**src/rtl/control_pkg.sv**
```systemverilog
// Shared encodings for the multicycle MIPS control unit: states, opcodes, functs, mux selects.
// latency: n/a (types and constants only); backpressure: n/a.
package control_pkg;

  typedef enum logic [3:0] {
    S_FETCH  = 4'd0,
    S_DECODE = 4'd1,
    S_MEMADR = 4'd2,
    S_MEMRD  = 4'd3,
    S_MEMWR  = 4'd4,
    S_EXEC_R = 4'd5,
    S_WB_R   = 4'd6,
    S_EXEC_I = 4'd7,
    S_EXEC_G = 4'd8,
    S_WB_I   = 4'd9,
    S_BRANCH = 4'd10,
    S_JUMP   = 4'd11,
    S_JAL    = 4'd12,
    S_JR     = 4'd13
  } state_t;

  localparam logic [5:0] OP_RTYPE  = 6'h00;
  localparam logic [5:0] OP_J      = 6'h02;
  localparam logic [5:0] OP_JAL    = 6'h03;
  localparam logic [5:0] OP_BEQ    = 6'h04;
  localparam logic [5:0] OP_BNE    = 6'h05;
  localparam logic [5:0] OP_ADDI   = 6'h08;
  localparam logic [5:0] OP_LW     = 6'h23;
  localparam logic [5:0] OP_SW     = 6'h2B;
  localparam logic [5:0] OP_GPIOIN = 6'h3B;

  localparam logic [5:0] FN_JR  = 6'h08;
  localparam logic [5:0] FN_ADD = 6'h20;
  localparam logic [5:0] FN_SUB = 6'h22;
  localparam logic [5:0] FN_AND = 6'h24;
  localparam logic [5:0] FN_OR  = 6'h25;
  localparam logic [5:0] FN_SLT = 6'h2A;

  localparam logic [2:0] ALU_AND = 3'b000;
  localparam logic [2:0] ALU_OR  = 3'b001;
  localparam logic [2:0] ALU_ADD = 3'b010;
  localparam logic [2:0] ALU_SUB = 3'b110;
  localparam logic [2:0] ALU_SLT = 3'b111;

  localparam logic [1:0] SRCB_REGB     = 2'd0;
  localparam logic [1:0] SRCB_FOUR     = 2'd1;
  localparam logic [1:0] SRCB_SEXT     = 2'd2;
  localparam logic [1:0] SRCB_SEXT_SH2 = 2'd3;

  localparam logic [1:0] PC_ALU_RES = 2'd0;
  localparam logic [1:0] PC_ALU_OUT = 2'd1;
  localparam logic [1:0] PC_JUMP    = 2'd2;
  localparam logic [1:0] PC_REGA    = 2'd3;

  localparam logic [1:0] DST_RT  = 2'd0;
  localparam logic [1:0] DST_RD  = 2'd1;
  localparam logic [1:0] DST_R31 = 2'd2;

  localparam logic [1:0] M2R_ALU = 2'd0;
  localparam logic [1:0] M2R_MEM = 2'd1;
  localparam logic [1:0] M2R_PC  = 2'd2;

endpackage

```
**src/rtl/alu_decoder.sv**
```systemverilog
// R-type funct to ALUControl decode; unknown functs fall back to ADD.
// latency: combinational; backpressure: none.
module alu_decoder
  import control_pkg::*;
(
  input  logic [5:0] funct,
  output logic [2:0] alu_control
);

  always_comb begin
    alu_control = ALU_ADD;
    case (funct)
      FN_ADD:  alu_control = ALU_ADD;
      FN_SUB:  alu_control = ALU_SUB;
      FN_AND:  alu_control = ALU_AND;
      FN_OR:   alu_control = ALU_OR;
      FN_SLT:  alu_control = ALU_SLT;
      default: alu_control = ALU_ADD;
    endcase
  end

endmodule

```
**src/rtl/multicycle_control.sv**
```systemverilog
// Moore control FSM for the multicycle MIPS datapath (PCen in BRANCH also follows zero).
// latency: outputs combinational from state, 2-4 cycles per instruction; backpressure: none.
module multicycle_control
  import control_pkg::*;
(
  input  logic       clk,
  input  logic       reset,
  input  logic [5:0] op,
  input  logic [5:0] funct,
  input  logic       zero,
  output logic       PCen,
  output logic       IorD,
  output logic       Ori,
  output logic       MemWrite,
  output logic       IRWrite,
  output logic       RegWrite,
  output logic       ALUSrcA,
  output logic [1:0] ALUSrcB,
  output logic [1:0] PCSrc,
  output logic [1:0] RegDst,
  output logic [1:0] MemtoReg,
  output logic [2:0] ALUControl,
  output logic [3:0] state_o
);

  state_t     state_q, state_d;
  logic [2:0] r_alu_ctl;

  alu_decoder u_alu_decoder (
    .funct       (funct),
    .alu_control (r_alu_ctl)
  );

  always_ff @(posedge clk) begin
    if (reset) state_q <= S_FETCH;
    else       state_q <= state_d;
  end

  always_comb begin
    state_d = S_FETCH;
    case (state_q)
      S_FETCH:  state_d = S_DECODE;
      S_DECODE: begin
        case (op)
          OP_LW, OP_SW:   state_d = S_MEMADR;
          OP_RTYPE:       state_d = (funct == FN_JR) ? S_JR : S_EXEC_R;
          OP_ADDI:        state_d = S_EXEC_I;
          OP_GPIOIN:      state_d = S_EXEC_G;
          OP_BEQ, OP_BNE: state_d = S_BRANCH;
          OP_J:           state_d = S_JUMP;
          OP_JAL:         state_d = S_JAL;
          default:        state_d = S_FETCH;
        endcase
      end
      S_MEMADR: state_d = (op == OP_SW) ? S_MEMWR : S_MEMRD;
      S_EXEC_R: state_d = S_WB_R;
      S_EXEC_I: state_d = S_WB_I;
      S_EXEC_G: state_d = S_WB_I;
      default:  state_d = S_FETCH;
    endcase
  end

  // Reset forces every strobe low so an aborted instruction commits nothing.
  always_comb begin
    PCen       = 1'b0;
    IorD       = 1'b0;
    Ori        = 1'b0;
    MemWrite   = 1'b0;
    IRWrite    = 1'b0;
    RegWrite   = 1'b0;
    ALUSrcA    = 1'b0;
    ALUSrcB    = SRCB_REGB;
    PCSrc      = PC_ALU_RES;
    RegDst     = DST_RT;
    MemtoReg   = M2R_ALU;
    ALUControl = ALU_AND;
    state_o    = 4'd0;
    if (!reset) begin
      state_o = state_q;
      case (state_q)
        S_FETCH: begin
          IRWrite    = 1'b1;
          ALUSrcB    = SRCB_FOUR;
          ALUControl = ALU_ADD;
          PCen       = 1'b1;
        end
        S_DECODE: begin
          ALUSrcB    = SRCB_SEXT_SH2;
          ALUControl = ALU_ADD;
        end
        S_MEMADR, S_EXEC_I: begin
          ALUSrcA    = 1'b1;
          ALUSrcB    = SRCB_SEXT;
          ALUControl = ALU_ADD;
        end
        S_EXEC_G: begin
          Ori        = 1'b1;
          ALUSrcA    = 1'b1;
          ALUSrcB    = SRCB_SEXT;
          ALUControl = ALU_ADD;
        end
        S_MEMRD: begin
          IorD     = 1'b1;
          MemtoReg = M2R_MEM;
          RegWrite = 1'b1;
        end
        S_MEMWR: begin
          IorD     = 1'b1;
          MemWrite = 1'b1;
        end
        S_EXEC_R: begin
          ALUSrcA    = 1'b1;
          ALUControl = r_alu_ctl;
        end
        S_WB_R: begin
          RegDst   = DST_RD;
          RegWrite = 1'b1;
        end
        S_WB_I: RegWrite = 1'b1;
        S_BRANCH: begin
          // op is still the branch opcode: IR is not rewritten until the next FETCH.
          ALUSrcA    = 1'b1;
          ALUControl = ALU_SUB;
          PCSrc      = PC_ALU_OUT;
          PCen       = (op == OP_BNE) ? ~zero : zero;
        end
        S_JUMP: begin
          PCSrc = PC_JUMP;
          PCen  = 1'b1;
        end
        S_JAL: begin
          PCSrc    = PC_JUMP;
          PCen     = 1'b1;
          RegDst   = DST_R31;
          MemtoReg = M2R_PC;
          RegWrite = 1'b1;
        end
        S_JR: begin
          PCSrc = PC_REGA;
          PCen  = 1'b1;
        end
        default: state_o = 4'd0;
      endcase
    end
  end

endmodule
```
**config.mk**
```make
export PLATFORM = sky130hd
export DESIGN_NAME = multicycle_control
export DESIGN_NICKNAME = d
export VERILOG_FILES = /design/src/rtl/control_pkg.sv /design/src/rtl/alu_decoder.sv /design/src/rtl/multicycle_control.sv
export SDC_FILE = /design/constraint.sdc
export NUM_CORES = 1
export LEC_CHECK = 0
export CAP_MARGIN = 20
export CELL_PAD_IN_SITES_DETAIL_PLACEMENT = 1
export CELL_PAD_IN_SITES_GLOBAL_PLACEMENT = 1
export CORE_MARGIN = 2
export CORE_UTILIZATION = 27
export CTS_CLUSTER_SIZE = 24
export DETAILED_ROUTE_END_ITERATION = 6
export MAX_ROUTING_LAYER = met4
export PLACE_DENSITY = 0.86
export SETUP_SLACK_MARGIN = 0.15
export SLEW_MARGIN = 20
export SYNTH_ARGS = -nofsm -noshare
export SYNTH_HDL_FRONTEND = slang
export SYNTH_HIERARCHICAL = 1
export SYNTH_SLANG_ARGS = --single-unit
```
**constraint.sdc**
```tcl
create_clock -name clk -period 2 [get_ports clk]
set_input_delay 0.3 -clock clk [delete_from_list [all_inputs] [get_ports clk]]
set_output_delay 0.3 -clock clk [all_outputs]
set_load 0.05 [all_outputs]
```
==> flow_metrics.env <==
export IMPL_yosys_area_share_simple=0.5083
export IMPL_power_total_uw=426.6
export IMPL_slew_headroom=0.7486
export IMPL_clk_path_buf_depth=2
export IMPL_p_clk_frac=0.237
export IMPL_p_leak_uw=0.0006862
export IMPL_switching_power_uw=164.8
export IMPL_min_period_ns=2.139
export IMPL_setup_viol=1
export IMPL_top_usage_layer="met2"
export IMPL_area_sequential_um2=92.59
export IMPL_grt_pass1_wl_mm=6.106
export IMPL_cts_tree="built"
export IMPL_synth_top_area_frac=0.09682
export IMPL_top_register="state_q"
export IMPL_p_comb_frac=0.565
export IMPL_ctsHtreeMaxLevel=1
export IMPL_outcome="finished with violations"
export IMPL_placement_rows=20
export IMPL_root_buffer="clkbuf_4"
export IMPL_dr_pass1_iters=4
export IMPL_syn_to_final_growth_pct=119.8
export IMPL_synthAdderAreaFrac=0
export IMPL_dr_total_vias=1264
export IMPL_synth_area_top_cells="dfxtp_1 9.7%, nor2_1 7.7%, a21oi_1 6.7%, nand2_1 5.4%, or3_1 5.3%"
export IMPL_cp_max_fo=2
export IMPL_crit_type="in -> out"
export IMPL_worstMarginPinSlew_ns=0.3722
export IMPL_largestRegisters="state_q: 4 flops"
export IMPL_critPathRequiredTime_ns=1.70
export IMPL_io_pins=37
export IMPL_hold_path_class="in -> reg"
export IMPL_drt_iter0_drc=23
export IMPL_grtUsageTotal=0.2307
export IMPL_power_density_nw_per_um2=234.7
export IMPL_antenna_found_initial=0
export IMPL_setup_tns_ns=-0.1391
export IMPL_skew_ns=0.002605
export IMPL_synth_warnings=6
export IMPL_drive_gt1_frac=0.5326
export IMPL_n_antenna_cell=0
export IMPL_final_nets=201
export IMPL_netlist_instances=131
export IMPL_grt_pass1_vias=1315
export IMPL_synth_distinct_cells=41
export IMPL_cts_sinks=4
export IMPL_largest_reg_flops=4
export IMPL_synth_compound_area_frac=0.2723
export IMPL_setup_ws_ns=-0.1391
export IMPL_cts_buffers_inserted=3
export IMPL_vias_per_cell=5.825
export IMPL_p_int_uw=261.8
export IMPL_violations="setup timing"
export IMPL_multi_input_area_um2=850.8
export IMPL_p_seq_frac=0.198
export IMPL_coreArea_um2=2978
export IMPL_yosysSeqAreaShare=0.09682
export IMPL_port_buffers=36
export IMPL_clk_latency_ns=0.24
export IMPL_slew_viol_final=0
export IMPL_grt_overflow=0
export IMPL_die_area_um2=3522
export IMPL_synth_nets=146
export IMPL_use_met1=0.2328
export IMPL_routabilityCongestion=0.7969
export IMPL_yosys_area_top_type="dfxtp_1"
export IMPL_synth_mux_area_frac=0
export IMPL_ys_ff_latch=4
export IMPL_synth_edf_count=0
export IMPL_synthXorXnorAreaFrac=0.03177
export IMPL_finalHoldViolations=0
export IMPL_end_kind="output pin"
export IMPL_dieWidth_um=59.35
export IMPL_fmax_mhz=467.5
export IMPL_dp_cells=210
export IMPL_routedWlPerCell_um=17.66
export IMPL_use_met3=0.01092
export IMPL_clkTransAtPathRegs_ns=0.04
export IMPL_postRouteAntennaNets=0
export IMPL_final_core_util=0.6105
export IMPL_switching_share=0.3863
export IMPL_cts_hold_buf=0
export IMPL_dpl_hpwl_mm=2.903
export IMPL_maxCapViolations=0
export IMPL_synth_flop_cell="dfxtp_1"
export IMPL_finalCritPeriodShare=1.070
export IMPL_arrival_ns=1.84
export IMPL_wirelength_mm=3.833
export IMPL_start_util=0.2777
export IMPL_drc=0
export IMPL_syn_area_per_cell_um2=6.313
export IMPL_grt_max_degree=15
export IMPL_fp_dieH_um=59.35
export IMPL_rsz0062_at_grt="yes"
export IMPL_synth_top_family_by_area="simple AND/OR/NAND/NOR gates"
export IMPL_final_cells=217
export IMPL_syn_area_um2=827.0
export IMPL_nFillCells=358
export IMPL_grtUsageMet2=0.4615
export IMPL_async_flop_share=0
export IMPL_irDropWorstVdd_mv=0.1170
export IMPL_cp_start_kind="primary input"
-- layout make-up --
| type | count | share of cell area |
|---|---|---|
| clock buffers | 3 | 0.01239 |
| inverters | 2 | 0.005506 |
| multi-input cells | 111 | 0.4680 |
| flip-flops and latches | 4 | 0.05093 |
| well taps | 33 | 0.02271 |
| repair buffers | 64 | 0.4405 |
-- final timing paths --
| kind | start | to | slack (ns) | depth (start not counted) |
|---|---|---|---|---|
| setup / recovery | op[3] | PCen | -0.14 | 7 |
| hold reg to reg | state_q[3]$_SDFF_PP0_ | state_q[2]$_SDFF_PP0_ | 0.65 | 2 |
| setup reg to reg | state_q[3]$_SDFF_PP0_ | state_q[0]$_SDFF_PP0_ | 0.36 | 5 |
| hold / removal | op[2] | state_q[2]$_SDFF_PP0_ | 0.61 | 6 |
-- worst max-delay path, cell delays in order --
cell and delay, ns:
buf_6 0.09, or4b_4 0.53, nor3b_2 0.19, xor2_1 0.18, o211ai_1 0.16, a31oi_4 0.24, buf_12 0.15
-- timing repair --
action | in CTS | in global routing
hold endpoints to repair | 0 | 0
endpoints found under the setup margin | 22 | 10
buffers inserted | 3 | 1
resized for setup | 38 | 18
pin swaps | 9 | 8
-- per-layer routing --
metal	vias to the layer above	share of wire
met5	-	0
met4	0	0.017
li1	593	-
met1	615	0.37
met2	48	0.58
met3	8	0.032
-- power groups by stage --
stage / Clock [µW] / Sequential (µW) / Combinational [µW]
final: 101 / 84.3 / 241
after floorplan: 0 / 84.4 / 115
after detailed placement: 0 / 86.1 / 229
after global placement: 0 / 85.7 / 219
after global routing: 109 / 84.4 / 255
after CTS: 106 / 85.7 / 230
-- through the flow --
stage	area [µm²]	hold WS (ns)	setup WS [ns]
after floorplan	933.4	0.5872	-0.2740
after global placement	1680	0.7306	-0.4359
after detailed placement	1680	0.7543	-0.4757
after CTS	1749	0.5979	-0.1716
after global routing	1818	0.6686	-0.1936
final	1818	0.6068	-0.1391
-- cell usage in the layout, fill, tap and decap left out, types with 2 or more instances in the layout --
| cell | Yosys | layout |
|---|---|---|
| buf_4 | 1 | 24 |
| nand2b_1 | 4 | 2 |
| buf_12 | 0 | 23 |
| nor3b_2 | 0 | 2 |
| o211ai_1 | 2 | 2 |
| nand2_1 | 12 | 11 |
| o31ai_1 | 2 | 2 |
| nor2b_4 | 0 | 2 |
| dlygate4sd2_1 | 0 | 8 |
| a21oi_1 | 11 | 6 |
| nor2_2 | 0 | 5 |
| nor2_1 | 17 | 11 |
| nand4_1 | 3 | 3 |
| xnor2_1 | 2 | 2 |
| nand3_1 | 2 | 2 |
| a211oi_1 | 4 | 2 |
| o21ai_0 | 4 | 4 |
| nor4_1 | 4 | 2 |
| or3_4 | 0 | 3 |
| nor3_1 | 4 | 2 |
| clkbuf_4 | 0 | 3 |
| buf_6 | 1 | 4 |
| buf_2 | 3 | 2 |
| a211oi_2 | 0 | 2 |
| clkdlybuf4s50_1 | 0 | 2 |
| o21a_1 | 2 | 2 |
| dfxtp_4 | 0 | 3 |
| a31oi_1 | 4 | 2 |
| or4_1 | 2 | 2 |
| or3_1 | 7 | 4 |
| a21oi_2 | 1 | 5 |
| and4bb_1 | 2 | 2 |
-- synth_stat cells, types with 2 or more instances --
cell type  number
dfxtp_1         4
nand2_1        12
o21a_1          2
o21ai_0         4
and4bb_1        2
nor2_1         17
nand2b_1        4
nor3b_1         3
a31oi_1         4
o211ai_1        2
xnor2_1         2
a211oi_1        4
or4_1           2
clkbuf_1        9
nor3_1          4
nor2b_1         4
inv_1           2
buf_2           3
or3_1           7
nand3_1         2
a21oi_1        11
nand4_1         3
nor4_1          4
or2_2           2
o31ai_1         2
-- logic make-up (layout without fill, tap and decap cells) --
| group | after synthesis | after routing |
|---|---|---|
| AOI/OAI and AO/OA | 35 | 35 |
| xor gates and xnor gates | 3 | 3 |
| buffers and inverters | 16 | 69 |
| DFF | 4 | 4 |
| and+or+nand+nor | 73 | 73 |
(Power assumes the default switching activity.)
